File: config.mk
export PLATFORM = sky130hd
export DESIGN_NAME = srl32_iter
export DESIGN_NICKNAME = d
export VERILOG_FILES = /design/src/rtl/srl32_iter.sv
export SDC_FILE = /design/constraint.sdc
export NUM_CORES = 1
export LEC_CHECK = 0
export ABC_AREA = 1
export BUFFER_PORTS_ARGS = -buffer_cell sky130_fd_sc_hd__buf_4
export CORE_UTILIZATION = 30
export DETAILED_ROUTE_END_ITERATION = 8
export PLACE_DENSITY = 0.49
export SYNTH_ARGS = -nofsm -noshare
export SYNTH_HDL_FRONTEND = slang
export SYNTH_SLANG_ARGS = --single-unit
File: constraint.sdc
create_clock -name clk -period 5.1 [get_ports clk]
set_input_delay 1.02 -clock clk [delete_from_list [all_inputs] [get_ports clk]]
set_output_delay 1.02 -clock clk [all_outputs]
set_load 0.05 [all_outputs]
File: src/rtl/srl32_iter.sv
// Multi-cycle iterative right shifter (logical / arithmetic), up to STEP bits per cycle.
// Operands follow sll32: A holds the shift amount, B holds the data.
module srl32_iter #(
    parameter int unsigned STEP = 4
) (
    input  logic        clk,
    input  logic        rst_n,
    input  logic        start,
    input  logic        arith,
    input  logic [31:0] A,
    input  logic [31:0] B,
    output logic        busy,
    output logic        done,
    output logic [31:0] res
);

    localparam logic [1:0] ST_IDLE  = 2'd0;
    localparam logic [1:0] ST_SHIFT = 2'd1;
    localparam logic [1:0] ST_DONE  = 2'd2;

    localparam logic [4:0] STEP5 = 5'(STEP);

    logic [1:0]  state_q, state_d;
    logic [31:0] data_q, data_d;
    logic [31:0] res_q, res_d;
    logic [4:0]  cnt_q, cnt_d;
    logic        fill_q, fill_d;

    logic        last_step;
    logic [4:0]  shamt;
    logic [31:0] shifted;
    logic        unused_a_hi;

    assign unused_a_hi = ^A[31:5];

    // fill_q holds the actual vacated-bit value (arith & B[31]), not just the mode flag.
    assign last_step = (cnt_q <= STEP5);
    assign shamt     = last_step ? cnt_q : STEP5;
    assign shifted   = 32'({{32{fill_q}}, data_q} >> shamt);

    always_comb begin
        state_d = state_q;
        data_d  = data_q;
        res_d   = res_q;
        cnt_d   = cnt_q;
        fill_d  = fill_q;
        case (state_q)
            ST_IDLE: begin
                if (start) begin
                    data_d  = B;
                    cnt_d   = A[4:0];
                    fill_d  = arith & B[31];
                    state_d = ST_SHIFT;
                end
            end
            ST_SHIFT: begin
                data_d = shifted;
                if (last_step) begin
                    res_d   = shifted;
                    cnt_d   = 5'd0;
                    state_d = ST_DONE;
                end else begin
                    cnt_d = cnt_q - STEP5;
                end
            end
            ST_DONE: begin
                state_d = ST_IDLE;
            end
            default: begin
                state_d = ST_IDLE;
            end
        endcase
    end

    always_ff @(posedge clk or negedge rst_n) begin
        if (!rst_n) begin
            state_q <= ST_IDLE;
            data_q  <= 32'd0;
            res_q   <= 32'd0;
            cnt_q   <= 5'd0;
            fill_q  <= 1'b0;
        end else begin
            state_q <= state_d;
            data_q  <= data_d;
            res_q   <= res_d;
            cnt_q   <= cnt_d;
            fill_q  <= fill_d;
        end
    end

    assign busy = (state_q != ST_IDLE);
    assign done = (state_q == ST_DONE);
    assign res  = res_q;

endmodule

* Word level (Yosys, flattened, before mapping)
Cells that the tools add are included.
** Word-level totals
- Flip-flop bits (word level) :: 72
- Word-level logic and storage cells :: 29
** Cells by class
- Add/sub/neg operators :: 1
- Magnitude comparators :: 1
- Eq/ne operators :: 4
- Shift operators :: 1
- Multiplexer cells :: 9
- Bitwise operators :: 1
- Reductions and logical operators :: 7
** Operators by type and width (number)
- $pmux W32 S2 :: 1
- $shr A64 B5 Y32 :: 1
- $mux W32 :: 1
- $mux W5 :: 3
- $pmux W5 S2 :: 1
- $reduce_and A2 Y1 :: 4
- $le A5 B3 Y1 const B :: 1
- $sub A5 B3 Y5 const B :: 1
- $mux W2 :: 2
- $ne A2 B2 Y1 const B :: 2
- $pmux W2 S2 :: 1
- $reduce_bool A2 Y1 :: 2
- $eq A2 B1 Y1 const B :: 1
- $eq A2 B2 Y1 const B :: 1
- $logic_not A2 Y1 :: 1
- $and A1 B1 Y1 :: 1

* Longest topological paths before layout
Gate-level depths: netlist of the first run.
- Depth after elaboration :: 4
- Depth in mapped cells :: 15
- Depth with buffers taken out :: 14

* Worst setup path before layout of the first run
Ideal clock, no wire load.
- Path kind :: reg2out
- Start point :: reg state_q[1]
- End point :: out done
- Arrival :: 1046 ps
- Path slack :: 3034 ps
- Stages on the path, launching flop included :: 3
- Buffers on the path :: 0
- Cell sequence :: dfrtp_1 > inv_1 > nor2_1
** On the way
- Longest elaborated chain between the ends :: 1
** Ends and longest elaborated chain
- start, declared :: line 23 : logic [1:0] state_q, state_d;
- start signal, assigned :: line 83 : state_q <= state_d;
- $eq A2 B2 Y1 :: line 92 : assign done = (state_q == ST_DONE);
- end, declared :: line 13 : output logic done,
No other way between the ends.

* Worst setup path after layout of the first run
- Start point :: reg cnt_q[0]
- End point :: reg data_q[17]
** On the way
- Longest elaborated chain between the ends :: 4
** Ends and longest elaborated chain
- start, declared :: line 26 : logic [4:0] cnt_q, cnt_d;
- start signal, assigned :: line 86 : cnt_q <= cnt_d;
- $le A5 B3 Y1 :: line 37 : assign last_step = (cnt_q <= STEP5);
- $mux W5 * :: line 38 : assign shamt = last_step ? cnt_q : STEP5;
- $shr A64 B5 Y32 * :: line 39 : assign shifted = 32'({{32{fill_q}}, data_q} >> shamt);
- $pmux W32 S2 * :: line 47 : case (state_q)
- end signal, assigned :: line 84 : data_q <= data_d;
- end, declared :: line 24 : logic [31:0] data_q, data_d;
Mark *: on every way between the ends. The rest lies on a longest branch, timed or not.
A chain may end at the register's enable or synchronous reset.

==> results of run 1 <==
==> cell type report <==
| cell class | instances | area, um2 |
|---|---|---|
| Fill cell | 1728 | 9660 |
| Sequential cell | 72 | 1800 |
| Clock buffer | 13 | 270 |
| Inverter | 56 | 210 |
| Timing Repair Buffer | 82 | 616 |
| Clock inverter | 3 | 15.0 |
| Multi-Input combinational cell | 574 | 2530 |
| Tap cell | 211 | 264 |
==> synth_stat cells, drive strengths merged, types with 2 or more instances <==
master  number  area (um2)
clkbuf      11        41.3
ha           2        25.0
a31oi        6        37.5
o211ai       7        52.6
nand4        2        12.5
a22oi        3        22.5
dfrtp       72        1800
inv         55         206
o21ai       19        95.1
nand3      208        1040
buf         32         180
nor2        29         114
nand2      296        1120
==> critical path, cell delays in order, from the launching register on <==
cell and delay (ns):
dfrtp_1 1.05, nor2_1 0.11, nand3_1 0.12, nand2_2 0.40
nand2_2 0.17, buf_4 0.39, inv_2 0.37, nand3_1 0.27
nand3_1 0.12, nand3_1 0.17, nand3_1 0.14, nand2_1 0.09
nand2_1 0.05
==> registers in the layout (all words and copies together) (netlist names) <==
| register | flops |
|---|---|
| res | 32 |
| data_q | 32 |
| state_q | 2 |
| cnt_q | 5 |
| fill_q | 1 |
==> layer usage <==
layer / track usage / up-vias
li1: - / 2526
met1: 0.257 / 2438
met2: 0.361 / 125
met3: 0.0384 / 25
met4: 0.0768 / 0
met5: 0 / -
==> stage by stage <==
stage                      util  instances
after floorplan               -        745
after global placement    0.353        995
after detailed placement  0.353        995
after CTS                 0.372       1011
after global routing      0.372       1011
final                     0.372       1011
==> cells by family after synthesis <==
kind of cell    count (synthesis)  synth area share
xor+xnor                        1           0.00184
fa+ha+maj                       2           0.00525
simple gates                  536             0.481
flops                          72             0.378
buf+inv                        99            0.0906
compound gates                 35            0.0436
==> final timing paths <==
| check | cells past startpoint | slack [ns] | end | start |
|---|---|---|---|---|
| worst min-delay path | 2 | 0.48 | data_q[12] | data_q[12] |
| worst min register to register | 2 | 0.48 | data_q[12] | data_q[12] |
| min in group asynchronous | 1 | 0.82 | res[0] | rst_n |
| worst max-delay path | 12 | 1.51 | data_q[17] | cnt_q[0] |
| worst max register to register | 12 | 1.51 | data_q[17] | cnt_q[0] |
| max in group asynchronous | 1 | 3.64 | cnt_q[1] | rst_n |
==> run_results.csv, run 1 <==
group,metric,value,unit
timing,period_share,0.703,
critical_path,worst-endpoint-required,5.33,ns
grt,grt_start_max_net_pins,73,
min_path,min_path_type,"flop to flop",
cells_and_area,syn2layout_area_growth,19.8,%
timing,finalSetupViolCount,0,
synthesis,syn_nets,815,
detailed_routing,wire_per_inst,16.0,um
synthesis,synthFlopType,"dfrtp_1",
detailed_routing,drt_first_pass_iters,7,
run,drv_cap,0,
floorplan,num_rows,45,
synthesis,syn_area_per_cell,6.40,um2
detailed_routing,drt_iter0_drc,302,
synthesis,yosys_warnings,0,
detailed_routing,vias_per_cell,5.06,
critical_path,end_kind,"flop",
synthesis,ys_types,23,
synthesis,seq_area_frac_synth,0.378,
critical_path,cp_max_fo,33,
synthesis,synth_seq_cells,72,
cells_and_area,antenna_cells,0,
clocking,cts-resized-gates,0,
detailed_routing,drt_wl_total,16100,um
clocking,numCtsBuffers,9,
timing,fmax,279,MHz
floorplan,io_pins,102,
placement,numPortBuffers,74,
grt,grt_overflow,0,
clocking,clk_pin_slew,0.06,ns
grt,track_usage,0.208,
floorplan,core_area,15400,um2
synthesis,synthArstFlopShare,1.00,
detailed_routing,wl_met2,7950,um
clocking,cts.path.max_buffers,2,
clocking,cts_setup_buffers,0,
grt,grt_pass1_wl,26200,um
timing,worstMarginPinSlew,1.09,ns
detailed_routing,drc_errors,0,
clocking,cts.sinks,72,
clocking,postCtsHoldBufs,0,
cells_and_area,layout_commonest_cell,"nand2_1",
timing,finalHoldViolCount,0,
timing,tns,0,ns
placement,gp_congestion,0.896,
detailed_routing,highest_layer,"met4",
critical_path,crit_type,"flop to flop",
synthesis,syn_area,4770,um2
timing,drv_slew,0,
floorplan,die_area,16400,um2
detailed_routing,wl_met3,619,um
placement,placed_area,5430,um2
floorplan,die_y,128,um
detailed_routing,met1_length,7170,um
cells_and_area,fin_area,5710,um2
outcome,outcome,"finished, final reports clean",
clocking,htreeDepth,3,
detailed_routing,via_count,5114,
synthesis,synth-edff-count,0,
synthesis,netlist_instances,745,
grt,antenna_found_initial,0,
placement,place_ws,1.56,ns
timing,worst_hold_slack,0.479,ns
placement,post-dp-hpwl,11000,um
floorplan,start_util,0.310,
cells_and_area,final_cell_mix,"nand2_1, nand3_1, buf_4",
grt,grt_pass1_vias,5073,
floorplan,fp.dieW,128,um
clocking,tritoncts,"built",
critical_path,cp-start-kind,"flop",
cells_and_area,layout.nets,865,
timing,fin_ws,1.51,ns
detailed_routing,drt.antenna.violating_nets,0,
clocking,worstSkewPairLatency,0.34,ns
cells_and_area,drive_above_1_share,0.139,
clocking,clockRootBuffer,"clkbuf_16",
timing,min_period,3.59,ns
timing,slew_headroom,0.271,
timing,fin_skew,0.00609,ns
critical_path,worstPathArrival,3.82,ns
timing,rsz0062_at_grt,"no",
Power of run 1 is left out: the tool's default activity adds up to more than one toggle a clock period on the data nets, which glitch-free logic cannot reach.
==> inputs of run 2 (changes only) <==
==> constraint.sdc (replaced) <==
create_clock -name clk -period 3.55 [get_ports clk]
set_input_delay 0.71 -clock clk [delete_from_list [all_inputs] [get_ports clk]]
set_output_delay 0.71 -clock clk [all_outputs]
set_load 0.05 [all_outputs]
==> run 2 against run 1 <==
Compared with the run above:
- routed wire length is 0.98% lower
- non-clock buffer count increased by 4
- clock skew about the same
- count of clock-buffer cells in the layout did not move
- register-to-register slack worse by 0.34 ns
- die area unchanged
- worst setup slack lost 0.34 ns
==> run_results.csv, run 2 (synthesis gave the netlist of run 1 again) <==
group,metric,value,unit
outcome,outcome,"finished, final reports clean",
cells_and_area,seqCellArea,1800,um2
cells_and_area,fillers,1723,
timing,finalSetupViolCount,0,
grt,antenna_found_initial,0,
critical_path,r2r_cells,12,
floorplan,die_area,16400,um2
clocking,cts.path.max_buffers,2,
timing,fin_skew,0.00619,ns
min_path,min_to,"res[21]",
cells_and_area,layout.nets,869,
clocking,worstSkewPairLatency,0.34,ns
critical_path,worst-endpoint-required,3.83,ns
run,drv_cap,0,
placement,dp.cells,999,
critical_path,crit_type,"flop to flop",
floorplan,core_area,15400,um2
cells_and_area,fin_area,5740,um2
detailed_routing,drt_wl_total,16000,um
grt,grt_pass1_wl,26200,um
clocking,clk_pin_slew,0.06,ns
floorplan,die_y,128,um
timing,min_period,2.37,ns
cells_and_area,multiInputGateArea,2530,um2
detailed_routing,drt_first_pass_iters,5,
timing,finalHoldViolCount,0,
floorplan,io_pins,102,
detailed_routing,via_count,5103,
critical_path,r2r_slack,1.18,ns
cells_and_area,syn2layout_area_growth,20.4,%
timing,tns,0,ns
clocking,postCtsHoldBufs,0,
critical_path,crit_family,"simple AND/OR/NAND/NOR gates",
critical_path,critPathMaxStageDelay,0.45,ns
floorplan,num_rows,45,
clocking,tritoncts,"built",
cells_and_area,final_cell_mix,"nand2_1, nand3_1, buf_4",
detailed_routing,wire_per_inst,15.8,um
detailed_routing,drc_errors,0,
floorplan,fp.dieW,128,um
cells_and_area,antenna_cells,0,
clocking,cts-resized-gates,0,
clocking,cts_setup_buffers,0,
clocking,clockRootBuffer,"clkbuf_16",
critical_path,end_kind,"flop",
critical_path,crit_chain,"inv_2, ha_1, nand3_1, nand2_2, nand2_2, inv_2, nand3_1, nand3_1, nand3_1, nand3_1, nand2_1, nand2_1",
critical_path,worstPathArrival,2.65,ns
detailed_routing,drt_iter0_drc,267,
placement,placed_area,5460,um2
min_path,worst_hold_path.num_cells,2,
cells_and_area,layout_commonest_cell,"nand2_1",
detailed_routing,vias_per_cell,5.03,
critical_path,crit_start,"cnt_q[3]",
grt,grt_start_max_net_pins,73,
clocking,htreeDepth,3,
placement,post-dp-hpwl,11300,um
timing,slew_headroom,0.364,
detailed_routing,drt.antenna.violating_nets,0,
critical_path,critPathBufInv,2,
grt,grt_pass1_vias,5167,
critical_path,cp_max_fo,31,
floorplan,start_util,0.310,
timing,worstMarginPinSlew,0.954,ns
critical_path,r2r-start,"cnt_q[3]",
timing,drv_slew,0,
min_path,worstHoldStart,"res[21]",
timing,fmax,422,MHz
critical_path,cpMostUsedCell,"nand3_1",
timing,period_share,0.668,
critical_path,cp-start-kind,"flop",
clocking,cts.sinks,72,
critical_path,r2r_end,"data_q[17]",
placement,numPortBuffers,74,
grt,track_usage,0.209,
clocking,numCtsBuffers,9,
cells_and_area,drive_above_1_share,0.143,
min_path,min_path_type,"flop to flop",
timing,rsz0062_at_grt,"no",
cells_and_area,stdcell_count,1015,
placement,gp_congestion,0.852,
critical_path,critPathSlowestCell,"inv_2",
grt,grt_overflow,0,
==> run 2: metrics by stage <==
stage               hold WS (ns)  setup WS (ns)  utilization
floorplan                  0.414           1.79            -
global placement           0.469           1.17        0.355
detailed placement         0.470           1.16        0.355
CTS                        0.486           1.15        0.373
global route               0.513          0.900        0.373
finish                     0.480           1.18        0.373
==> run 2: cell type report <==
class,instances,area share
tap,211,0.0460
clock buffer,13,0.0471
inverter,56,0.0366
multi-input combinational,574,0.441
timing repair buffer,86,0.112
clock inverter,3,0.00262
sequential,72,0.314
==> run 2: routing by layer <==
layer	vias up	part of all wire	wire, um	track usage
li1	2527	-	-	-
met4	0	0.033	527	0.0941
met5	-	0	0	0
met1	2410	0.43	6810	0.244
met2	134	0.50	8050	0.372
met3	32	0.038	610	0.0396
==> run 2: how the worst max path moves through the flow <==
stage               cells after the start  slack [ns]         end
floorplan                               2        1.79        done
global placement                       12        1.17  data_q[17]
detailed placement                     13        1.16  data_q[28]
CTS                                    13        1.15  data_q[28]
global route                           13        0.90  data_q[28]
finish                                 12        1.18  data_q[17]
==> run 2: worst min-delay path, stage by stage (launching register included) <==
cell and delay (ns):
dfrtp_1 0.34, nand2_1 0.05, nand2_1 0.05
Power of run 2 is left out for the same reason.
